## src/rtl/div_32_seq_pkg.sv

```systemverilog
// Shared constants, FSM encoding and sign helpers for the 32-bit sequential divider.
package div_32_seq_pkg;

    localparam int unsigned WIDTH     = 32;
    localparam int unsigned CNT_W     = 5;
    localparam int unsigned DIV_ITERS = 32;

    localparam logic [WIDTH-1:0] DZ_QUOTIENT = 32'hFFFF_FFFF;
    localparam logic [CNT_W-1:0] LAST_CNT    = 5'd31;

    typedef enum logic [1:0] {
        S_IDLE = 2'b00,
        S_RUN  = 2'b01,
        S_DONE = 2'b10
    } state_e;

    // Two's-complement magnitude of a signed operand; unsigned operands pass through.
    function automatic logic [WIDTH-1:0] magnitude(input logic [WIDTH-1:0] value,
                                                   input logic             is_signed);
        logic [WIDTH-1:0] result;
        if (is_signed && value[WIDTH-1]) begin
            result = ~value + 32'd1;
        end else begin
            result = value;
        end
        return result;
    endfunction

    function automatic logic [WIDTH-1:0] cond_negate(input logic [WIDTH-1:0] value,
                                                     input logic             negate);
        logic [WIDTH-1:0] result;
        if (negate) begin
            result = ~value + 32'd1;
        end else begin
            result = value;
        end
        return result;
    endfunction

endpackage

```

## src/rtl/div_32_seq_cla.sv

```systemverilog
// 32-bit carry-lookahead adder: eight 4-bit groups with group generate/propagate,
// exporting block-level generate/propagate so callers can form the carry-out.
module cla_32
    import div_32_seq_pkg::*;
(
    input  logic [WIDTH-1:0] a,
    input  logic [WIDTH-1:0] b,
    input  logic             c_in,
    output logic [WIDTH-1:0] s,
    output logic             g_out,
    output logic             p_out
);

    logic [WIDTH-1:0] w_g;
    logic [WIDTH-1:0] w_p;
    logic [WIDTH-1:0] w_c;
    logic [7:0]       w_gg;
    logic [7:0]       w_gp;
    logic [7:0]       w_gc;
    logic             w_gsum;

    assign w_g = a & b;
    assign w_p = a ^ b;

    // Per-group generate and propagate terms.
    always_comb begin
        w_gg = 8'h00;
        w_gp = 8'h00;
        for (int i = 0; i < 8; i++) begin
            w_gg[i] = w_g[4*i+3]
                    | (w_p[4*i+3] & w_g[4*i+2])
                    | (w_p[4*i+3] & w_p[4*i+2] & w_g[4*i+1])
                    | ((&w_p[4*i+3 -: 3]) & w_g[4*i]);
            w_gp[i] = &w_p[4*i +: 4];
        end
    end

    // Group carries, bit carries inside each group, and the block generate term.
    always_comb begin
        w_gc    = 8'h00;
        w_c     = 32'h0000_0000;
        w_gsum  = 1'b0;
        w_gc[0] = c_in;
        for (int i = 1; i < 8; i++) begin
            w_gc[i] = w_gg[i-1] | (w_gp[i-1] & w_gc[i-1]);
        end
        for (int i = 0; i < 8; i++) begin
            w_c[4*i] = w_gc[i];
            for (int k = 1; k < 4; k++) begin
                w_c[4*i+k] = w_g[4*i+k-1] | (w_p[4*i+k-1] & w_c[4*i+k-1]);
            end
        end
        for (int i = 0; i < 8; i++) begin
            w_gsum = w_gg[i] | (w_gp[i] & w_gsum);
        end
    end

    assign s     = w_p ^ w_c;
    assign g_out = w_gsum;
    assign p_out = &w_gp;

endmodule

```

## src/rtl/div_32_seq.sv

```systemverilog
// Multicycle restoring divider for DIV/DIVU/REM/REMU: one trial subtraction per
// cycle through cla_32, fixed 32-cycle latency from the accept edge.
module div_32_seq
    import div_32_seq_pkg::*;
(
    input  logic             clk,
    input  logic             clrn,
    input  logic             start,
    input  logic             sign,
    input  logic [WIDTH-1:0] a,
    input  logic [WIDTH-1:0] b,
    output logic [WIDTH-1:0] q,
    output logic [WIDTH-1:0] r,
    output logic             busy,
    output logic             ready
);

    state_e           r_state;
    state_e           w_state_next;
    logic [CNT_W-1:0] r_cnt;
    logic [WIDTH-1:0] r_d;
    logic [WIDTH-1:0] r_b;
    logic [WIDTH-2:0] r_p;
    logic [WIDTH-1:0] r_qacc;
    logic [WIDTH-1:0] r_a_raw;
    logic [WIDTH-1:0] r_q;
    logic [WIDTH-1:0] r_r;
    logic             r_neg_q;
    logic             r_neg_r;
    logic             r_dz;
    logic             r_busy;
    logic             r_ready;

    logic [WIDTH-1:0] w_t_in;
    logic [WIDTH-1:0] w_diff;
    logic             w_cla_g;
    logic             w_cla_p;
    logic             w_no_borrow;
    logic [WIDTH-1:0] w_p_next;
    logic [WIDTH-1:0] w_q_next;
    logic [WIDTH-1:0] w_q_fix;
    logic [WIDTH-1:0] w_r_fix;
    logic             w_accept;
    logic             w_last;

    // The partial remainder stays below |b| <= 2^31, so 31 stored bits suffice.
    assign w_t_in = {r_p, r_d[WIDTH-1]};

    cla_32 u_trial_sub (
        .a     (w_t_in),
        .b     (~r_b),
        .c_in  (1'b1),
        .s     (w_diff),
        .g_out (w_cla_g),
        .p_out (w_cla_p)
    );

    assign w_no_borrow = w_cla_g | (w_cla_p & 1'b1);
    assign w_p_next    = w_no_borrow ? w_diff : w_t_in;
    assign w_q_next    = {r_qacc[WIDTH-2:0], w_no_borrow};
    assign w_last      = (r_state == S_RUN) && (r_cnt == LAST_CNT);
    assign w_accept    = (w_state_next == S_RUN) && (r_state != S_RUN);

    // Next-state decode: accept from IDLE or DONE, finish after the 32nd iteration.
    always_comb begin
        w_state_next = r_state;
        case (r_state)
            S_IDLE: begin
                if (start) begin
                    w_state_next = S_RUN;
                end else begin
                    w_state_next = S_IDLE;
                end
            end
            S_RUN: begin
                if (r_cnt == LAST_CNT) begin
                    w_state_next = S_DONE;
                end else begin
                    w_state_next = S_RUN;
                end
            end
            S_DONE: begin
                if (start) begin
                    w_state_next = S_RUN;
                end else begin
                    w_state_next = S_IDLE;
                end
            end
            default: begin
                w_state_next = S_IDLE;
            end
        endcase
    end

    // Sign fix of the final quotient/remainder; divide-by-zero overrides both.
    always_comb begin
        w_q_fix = cond_negate(w_q_next, r_neg_q);
        w_r_fix = cond_negate(w_p_next, r_neg_r);
        if (r_dz) begin
            w_q_fix = DZ_QUOTIENT;
            w_r_fix = r_a_raw;
        end else begin
            w_q_fix = cond_negate(w_q_next, r_neg_q);
            w_r_fix = cond_negate(w_p_next, r_neg_r);
        end
    end

    // State register with registered busy/ready flags.
    always_ff @(posedge clk) begin
        if (!clrn) begin
            r_state <= S_IDLE;
            r_busy  <= 1'b0;
            r_ready <= 1'b0;
        end else begin
            r_state <= w_state_next;
            r_busy  <= (w_state_next == S_RUN);
            r_ready <= (w_state_next == S_DONE);
        end
    end

    // Operand capture on accept, then one shift/subtract step per RUN cycle.
    always_ff @(posedge clk) begin
        if (!clrn) begin
            r_cnt   <= 5'd0;
            r_d     <= 32'h0000_0000;
            r_b     <= 32'h0000_0000;
            r_p     <= 31'h0000_0000;
            r_qacc  <= 32'h0000_0000;
            r_a_raw <= 32'h0000_0000;
            r_neg_q <= 1'b0;
            r_neg_r <= 1'b0;
            r_dz    <= 1'b0;
        end else if (w_accept) begin
            r_cnt   <= 5'd0;
            r_d     <= magnitude(a, sign);
            r_b     <= magnitude(b, sign);
            r_p     <= 31'h0000_0000;
            r_qacc  <= 32'h0000_0000;
            r_a_raw <= a;
            r_neg_q <= sign & (a[WIDTH-1] ^ b[WIDTH-1]);
            r_neg_r <= sign & a[WIDTH-1];
            r_dz    <= (b == 32'h0000_0000);
        end else if (r_state == S_RUN) begin
            r_cnt  <= r_cnt + 5'd1;
            r_d    <= {r_d[WIDTH-2:0], 1'b0};
            r_p    <= w_p_next[WIDTH-2:0];
            r_qacc <= w_q_next;
        end else begin
            r_cnt <= r_cnt;
        end
    end

    // Result registers load only at the completion edge and hold otherwise.
    always_ff @(posedge clk) begin
        if (!clrn) begin
            r_q <= 32'h0000_0000;
            r_r <= 32'h0000_0000;
        end else if (w_last) begin
            r_q <= w_q_fix;
            r_r <= w_r_fix;
        end else begin
            r_q <= r_q;
            r_r <= r_r;
        end
    end

    assign q     = r_q;
    assign r     = r_r;
    assign busy  = r_busy;
    assign ready = r_ready;

endmodule

```

## config.mk

```make
export PLATFORM = sky130hd
export DESIGN_NAME = div_32_seq
export DESIGN_NICKNAME = d
export VERILOG_FILES = /design/src/rtl/div_32_seq_pkg.sv /design/src/rtl/div_32_seq_cla.sv /design/src/rtl/div_32_seq.sv
export SDC_FILE = /design/constraint.sdc
export NUM_CORES = 1
export LEC_CHECK = 0
export CORE_MARGIN = 2
export CORE_UTILIZATION = 42
export DETAILED_ROUTE_END_ITERATION = 16
export SYNTH_ARGS = -nofsm -noshare
export SYNTH_HDL_FRONTEND = slang
export SYNTH_SLANG_ARGS = --single-unit
```

## constraint.sdc

```tcl
create_clock -name clk -period 6 [get_ports clk]
set_input_delay 0.6 -clock clk [delete_from_list [all_inputs] [get_ports clk]]
set_output_delay 0.6 -clock clk [all_outputs]
set_load 0.01 [all_outputs]
```

Word-level counts from Yosys, hierarchy flattened
Index checks and enable logic that the tools add are counted.

storage, ports and cells
  memories = 0
  bits in read-only memories = 0
  register bits after elaboration = 234
  output and inout bits = 66
  logic and storage cells = 206
  input bits = 68
  bits in writable memories = 0
  latch bits = 0

operators by class
  reductions and logical operators = 26
  bitwise logic cells = 143
  multiply operators = 0
  magnitude comparators = 0
  div/mod/pow operators = 0
  mux-type cells = 12
  equal/unequal tests = 6
  shift operators = 0
  add/sub/neg operators = 5

operator list
  cell                   number
  $mux 32                9
  $not 32->32            5
  $add 32x1->32 const B  4
  $and 1x1->1            70
  $xor 32x32->32         2
  $or 1x1->1             63
  $and 32x32->32         1
  $logic_not 32->1       1
  $reduce_and 32->1      1
  $reduce_and 4->1       8
  $reduce_and 3->1       8
  $add 5x1->5 const B    1
  $eq 5x5->1 const B     1
  $eq 2x1->1 const B     2
  $eq 2x2->1 const B     2
  $logic_and 1x1->1      4
  $pmux 2 s2             1
  $reduce_or 2->1        2
  $logic_not 2->1        1
  $mux 2                 1
  $ne 2x1->1 const B     1
  $reduce_bool 2->1      1
  $mux 1                 1
  $not 1->1              1
  $xor 1x1->1            1

Depth between registers and ports, before layout
  depth in word-level cells = 31
  depth in mapped cells = 23

Hierarchy
Synthesis repeated with hierarchy kept, for this count alone.

second synthesis, totals
  cells, all modules = 1651
  area, all modules = 13160.1 sq um

modules (own cells, without submodules)
  module      area an instance (sq um)  instances  cells each
  div_32_seq  11761.3                   1          1511
  cla_32      1398.8                    1          140

Worst setup path after synthesis
No wires, ideal clock.

  kind = register to register
  start = register r_p[1]
  end = register r_r[30], in the netlist r[30]
  cell stages (with the launch flop) = 20
  setup slack = 1.096 ns
  data required time = 5.866 ns
  clock period less this slack = 4.904 ns
  buffers on the path = 0
  arrival = 4.770 ns
  path through = dfxtp_1 -> ha_1 -> a21o_1 -> a21oi_1 -> o21a_1 -> o21bai_1 -> a21oi_1 -> inv_1 -> fa_1 -> fa_1 -> fa_1 -> or3_1 -> or4_1 -> or4_1 -> nor3_2 -> and3_1 -> mux2i_1 -> o21ai_1 -> xnor2_1 -> o22ai_1

between the ends
  cells in the longest elaborated chain, start to end = 28
  elaborated cells between the ends (all ways) = 88

ends and longest elaborated chain
  element                                                  line                                        RTL
  start, declared                                          div_32_seq.sv:23                            logic [WIDTH-2:0] r_p;
  start signal, assigned                                   div_32_seq.sv:146                           r_p <= w_p_next[WIDTH-2:0];
  $and 32x32->32 / $xor 32x32->32 (equally long branches)  div_32_seq_cla.sv:22, div_32_seq_cla.sv:23
  $and 1x1->1, on equally long branches                    div_32_seq_cla.sv:31, div_32_seq_cla.sv:32
  $or 1x1->1 / $and 1x1->1 (equally long branches)         div_32_seq_cla.sv:31, div_32_seq_cla.sv:32
  $or 1x1->1                                               div_32_seq_cla.sv:32                        | (w_p[4*i+3] & w_p[4*i+2] & w_g[4*i+1])
  $or 1x1->1                                               div_32_seq_cla.sv:33                        | ((&w_p[4*i+3 -: 3]) & w_g[4*i]);
  $or 1x1->1                                               div_32_seq_cla.sv:45                        w_gc[i] = w_gg[i-1] | (w_gp[i-1] & w_gc[i-1]);
  $and 1x1->1                                              div_32_seq_cla.sv:45
  $or 1x1->1                                               div_32_seq_cla.sv:45
  (+12 left out)                                           --
  $and 1x1->1                                              div_32_seq_cla.sv:50                        w_c[4*i+k] = w_g[4*i+k-1] | (w_p[4*i+k-1] & w_c[4*i+k-1]);
  $or 1x1->1                                               div_32_seq_cla.sv:50
  $xor 32x32->32                                           div_32_seq_cla.sv:58                        assign s = w_p ^ w_c;
  $mux 32 *                                                div_32_seq.sv:59                            assign w_p_next = w_no_borrow ? w_diff : w_t_in;
  $not 32->32                                              div_32_seq_pkg.sv:33                        result = ~value + 32'd1;
  $add 32x1->32                                            div_32_seq_pkg.sv:33
  $mux 32 *                                                div_32_seq_pkg.sv:32                        if (negate) begin
  $mux 32 *                                                div_32_seq.sv:99                            if (r_dz) begin
  end signal, assigned                                     div_32_seq.sv:160                           r_r <= w_r_fix;
  end signal, assigned                                     div_32_seq.sv:163                           r_r <= r_r;
  end, declared                                            div_32_seq.sv:27                            logic [WIDTH-1:0] r_r;

Every way passes the cells marked *; elsewhere a longest branch is shown, timed or not.
A chain may end at the register's enable or synchronous reset.

Worst setup path after layout
  start = register r_p[1]
  end = register r_r[31], in the netlist r[31]

between the ends
  cells in the longest elaborated chain, start to end = 30
  elaborated cells between the ends (all ways) = 90

ends and longest elaborated chain
  element                                                  line
  $and 32x32->32 / $xor 32x32->32 (equally long branches)  div_32_seq_cla.sv:22, div_32_seq_cla.sv:23
  $and 1x1->1, on equally long branches                    div_32_seq_cla.sv:31, div_32_seq_cla.sv:32
  $or 1x1->1 / $and 1x1->1 (equally long branches)         div_32_seq_cla.sv:31, div_32_seq_cla.sv:32
  $or 1x1->1                                               div_32_seq_cla.sv:32
  $or 1x1->1                                               div_32_seq_cla.sv:33
  $or 1x1->1                                               div_32_seq_cla.sv:45
  $and 1x1->1                                              div_32_seq_cla.sv:45
  $or 1x1->1                                               div_32_seq_cla.sv:45
  (+14 left out)                                           --
  $and 1x1->1                                              div_32_seq_cla.sv:50
  $or 1x1->1                                               div_32_seq_cla.sv:50
  $xor 32x32->32                                           div_32_seq_cla.sv:58
  $mux 32 *                                                div_32_seq.sv:59
  $not 32->32                                              div_32_seq_pkg.sv:33
  $add 32x1->32                                            div_32_seq_pkg.sv:33
  $mux 32 *                                                div_32_seq_pkg.sv:32
  $mux 32 *                                                div_32_seq.sv:99

Marks and branches as above.

==> flow_summary_export.csv <==
group,metric,value,unit
pwr,p_int,3150,uW
clock_network,cts_resized,0,
setup_path,cp_max_fo,7,
global_route,overflow,0,
setup_path,reg2reg_depth,17,
detailed_routing,drc,0,
place,dpl_cell_area,0.0150,sq mm
logic_synthesis,ys_top_cells_by_area,"dfxtp_1 (35%), nand2_1 (7.6%), a21oi_1 (6.8%), nor2_1 (4.4%), xor2_1 (4.4%)",
clock_network,hold_buffers,0,
global_route,antenna_found_initial,0,
pwr,power.switching,1440,uW
place,dp_hpwl,28600,um
detailed_routing,vias_per_cell,5.63,
sta,rsz0062_at_grt,"no",
logic_synthesis,synth_top_area_share,34.8,%
sta,drv_slew,0,
sta,setup_ws,0.438,ns
job,drv_cap,0,
logic_synthesis,yosysWarningCount,0,
logic_synthesis,syn-instance-count,1712,
logic_synthesis,yosysSeqAreaShare,34.8,%
pwr,pwr-share-clk,39.8,%
setup_path,crit_top_cell,"fa_1",
die,io_pins,134,
global_route,grt_max_degree,84,
status,status,"finished clean",
clock_network,cts_buffer_depth,3,
logic_synthesis,netlist_area,0.0135,sq mm
sta,clock_skew,0.0145,ns
cells_and_area,layout_commonest_cell,"nand2_1",
setup_path,start_kind,"flip-flop",
logic_synthesis,async_flop_share,0,%
hold_path,hold_path.class,"flip-flop to flip-flop",
setup_path,crit_slowest_cell,"nor4_1",
die,core_area,0.0316,sq mm
setup_path,crit_path_end_kind,"flip-flop",
logic_synthesis,ys_ff_latch,234,
die,start_util,42.7,%
pwr,sw_frac_of_total,31.4,%
global_route,grt_pass1_wl,63700,um
sta,max_slew_margin,22.3,%
sta,hold_viol,0,
place,globalplace.congestion,0.919,
detailed_routing,drt_iter0_markers,956,
setup_path,crit_type,"flip-flop to flip-flop",
sta,setup_violations,0,
global_route,grt_usage,23.6,%
clock_network,htreeDepth,1,
global_route,grt_pass1_vias,11600,
detailed_routing,dr_total_vias,12400,
clock_network,clock_latency,0.56,ns
place,portBuffers,133,
clock_network,clkSinkCount,234,
sta,fin_tns_setup,0,ns
pwr,ir_drop,0.000205,V
cells_and_area,nNetsFinal,1905,
die,fp.dieH,183,um
setup_path,cp_data_arrival_time,5.96,ns
setup_path,crit_family,"adder cells",
detailed_routing,first_pass_iters,5,
setup_path,cp.buffers_inverters,0,
logic_synthesis,yosys.area.top_type,"dfxtp_1",
cells_and_area,insertedDiodeCount,0,
cells_and_area,post-route-cell-area,0.0160,sq mm
pwr,combPwrFrac,23.7,%
detailed_routing,ant_nets,0,
sta,worst_slew_pin_slew,1.17,ns
detailed_routing,wire_per_inst,18.3,um
logic_synthesis,synthFlopType,"dfxtp_1",
clock_network,post_cts_buffers,0,
die,dieArea,0.0335,sq mm
die,rows,65,
setup_path,critical_path.max_stage_delay,0.70,ns
setup_path,cp.depth,17,
clock_network,cts_root_buf,"clkbuf_16",
detailed_routing,drt_wl_total,40200,um
setup_path,worstPathRequired,6.40,ns
sta,max_clock_freq,180,MHz
cells_and_area,drive_above_1_share,4.68,%
pwr,p_seq_share,36.5,%
clock_network,cts.clk_slew.worst_paths,0.07,ns
cells_and_area,area_growth,18.5,%
logic_synthesis,synth_nets,1842,
cells_and_area,mostFrequentLayoutCells,"nand2_1 (271), dfxtp_1 (234), a21oi_1 (184), nor2_1 (156), clkdlybuf4s50_1 (132)",
logic_synthesis,synth.distinct_cells,73,
pwr,p_leak,0.00577,uW
sta,period_minus_slack,5.56,ns
clock_network,cts_tree,"done",
pwr,power.density,287,mW/mm^2
setup_path,worstPathCellList,"ha_1, a21o_1, a21oi_1, o21a_1, o21bai_1, a21oi_1, o21bai_1, fa_1, fa_1, fa_1, or4_1, nor4_1, and2_1, mux2i_1, o31ai_1, xnor2_1, o22ai_1",
logic_synthesis,synth_area_per_cell,7.87,sq um
clock_network,cts_inserted_buffers,27,
die,die_w,183,um
logic_synthesis,synth_edf_count,0,
place,pre_cts_ws,0.538,ns
sta,post-route-period-util,92.7,%
hold_path,whs_path_depth,2,
## flip-flops by register name (all words and copies together) (netlist names)
name and count:
busy 1, q 32, r 32, r_a_raw 32
r_b 32, r_cnt 5, r_d 32, r_dz 1
r_neg_q 1, r_neg_r 1, r_p 31, r_qacc 31
r_state 2, ready 1
## cells in the mapped netlist, types with 5 or more instances
master	n
and2_1	8
xor2_1	67
mux2i_1	43
a21oi_1	184
clkbuf_1	96
inv_1	66
o31ai_1	18
xnor2_1	57
nor3_1	26
a31oi_1	13
o22ai_1	17
nand3_1	26
nand4_1	9
o21ai_0	60
o21ai_1	29
fa_1	23
nand2b_1	9
and3_1	15
nor2_1	157
or4_1	14
or3_1	19
nor2b_1	7
o41ai_1	5
a211oi_1	48
nand2_1	272
a21o_1	7
dfxtp_1	234
nor4_1	14
o211ai_1	14
a311oi_1	31
buf_1	8
ha_1	39
nand3b_1	10
## power by group through the flow
| stage | Clock, uW | Combinational [uW] | Sequential [uW] |
|---|---|---|---|
| after global routing | 1920 | 1190 | 1680 |
| after detailed placement | 0 | 1080 | 1710 |
| final | 1830 | 1090 | 1670 |
| after global placement | 0 | 1070 | 1710 |
| after floorplan | 0 | 762 | 1690 |
| after CTS | 1850 | 1080 | 1670 |
## layout make-up
type / instances / area [sq um]
fillers: 3079 / 15600
multi-input cells: 1297 / 8110
flip-flops and latches: 234 / 4680
repair buffers: 147 / 1440
clock buffers: 35 / 736
well taps: 402 / 503
inverters: 68 / 256
clock inverters: 14 / 238
## tightest hold or removal path: stages, from the launching register on
cell and delay [ns]:
dfxtp_1 0.31, nand2_1 0.05, a21oi_1 0.05
## worst paths after layout
kind | from | to | slack, ns
worst max-delay path | r_p[1]$_SDFFE_PP0P_ | r[31]$_SDFFE_PN0P_ | 0.44
worst min-delay path | r_a_raw[13]$_SDFFE_PN0P_ | r_a_raw[13]$_SDFFE_PN0P_ | 0.45
worst max register to register | r_p[1]$_SDFFE_PP0P_ | r[31]$_SDFFE_PN0P_ | 0.44
worst min register to register | r_a_raw[13]$_SDFFE_PN0P_ | r_a_raw[13]$_SDFFE_PN0P_ | 0.45
## logic make-up after synthesis
group	after synthesis	synth area share [%]
buffers and inverters	181	5.30
muxes	47	3.53
xor gates and xnor gates	124	8.06
AOI/OAI and AO/OA	451	20.4
DFF	234	34.8
adders and majority gates	62	7.04
and+or+nand+nor	613	20.9
## stage by stage
step / util [%] / total power [uW] / cells / hold slack [ns]
after CTS: 50.6 / 4610 / 2197 / 0.452
after floorplan: - / 2450 / 1712 / 0.431
final: 50.6 / 4590 / 2197 / 0.451
after detailed placement: 47.5 / 2790 / 2148 / 0.443
after global placement: 47.5 / 2780 / 2148 / 0.439
after global routing: 50.6 / 4790 / 2197 / 0.473
## per-layer routing
layer	GRT usage [%]	part of all wire [%]
met1	31.8	45
met2	38.8	47
met3	3.04	4.7
met4	8.45	3.2
met5	0	0
Power figures use the tool's default switching activity.
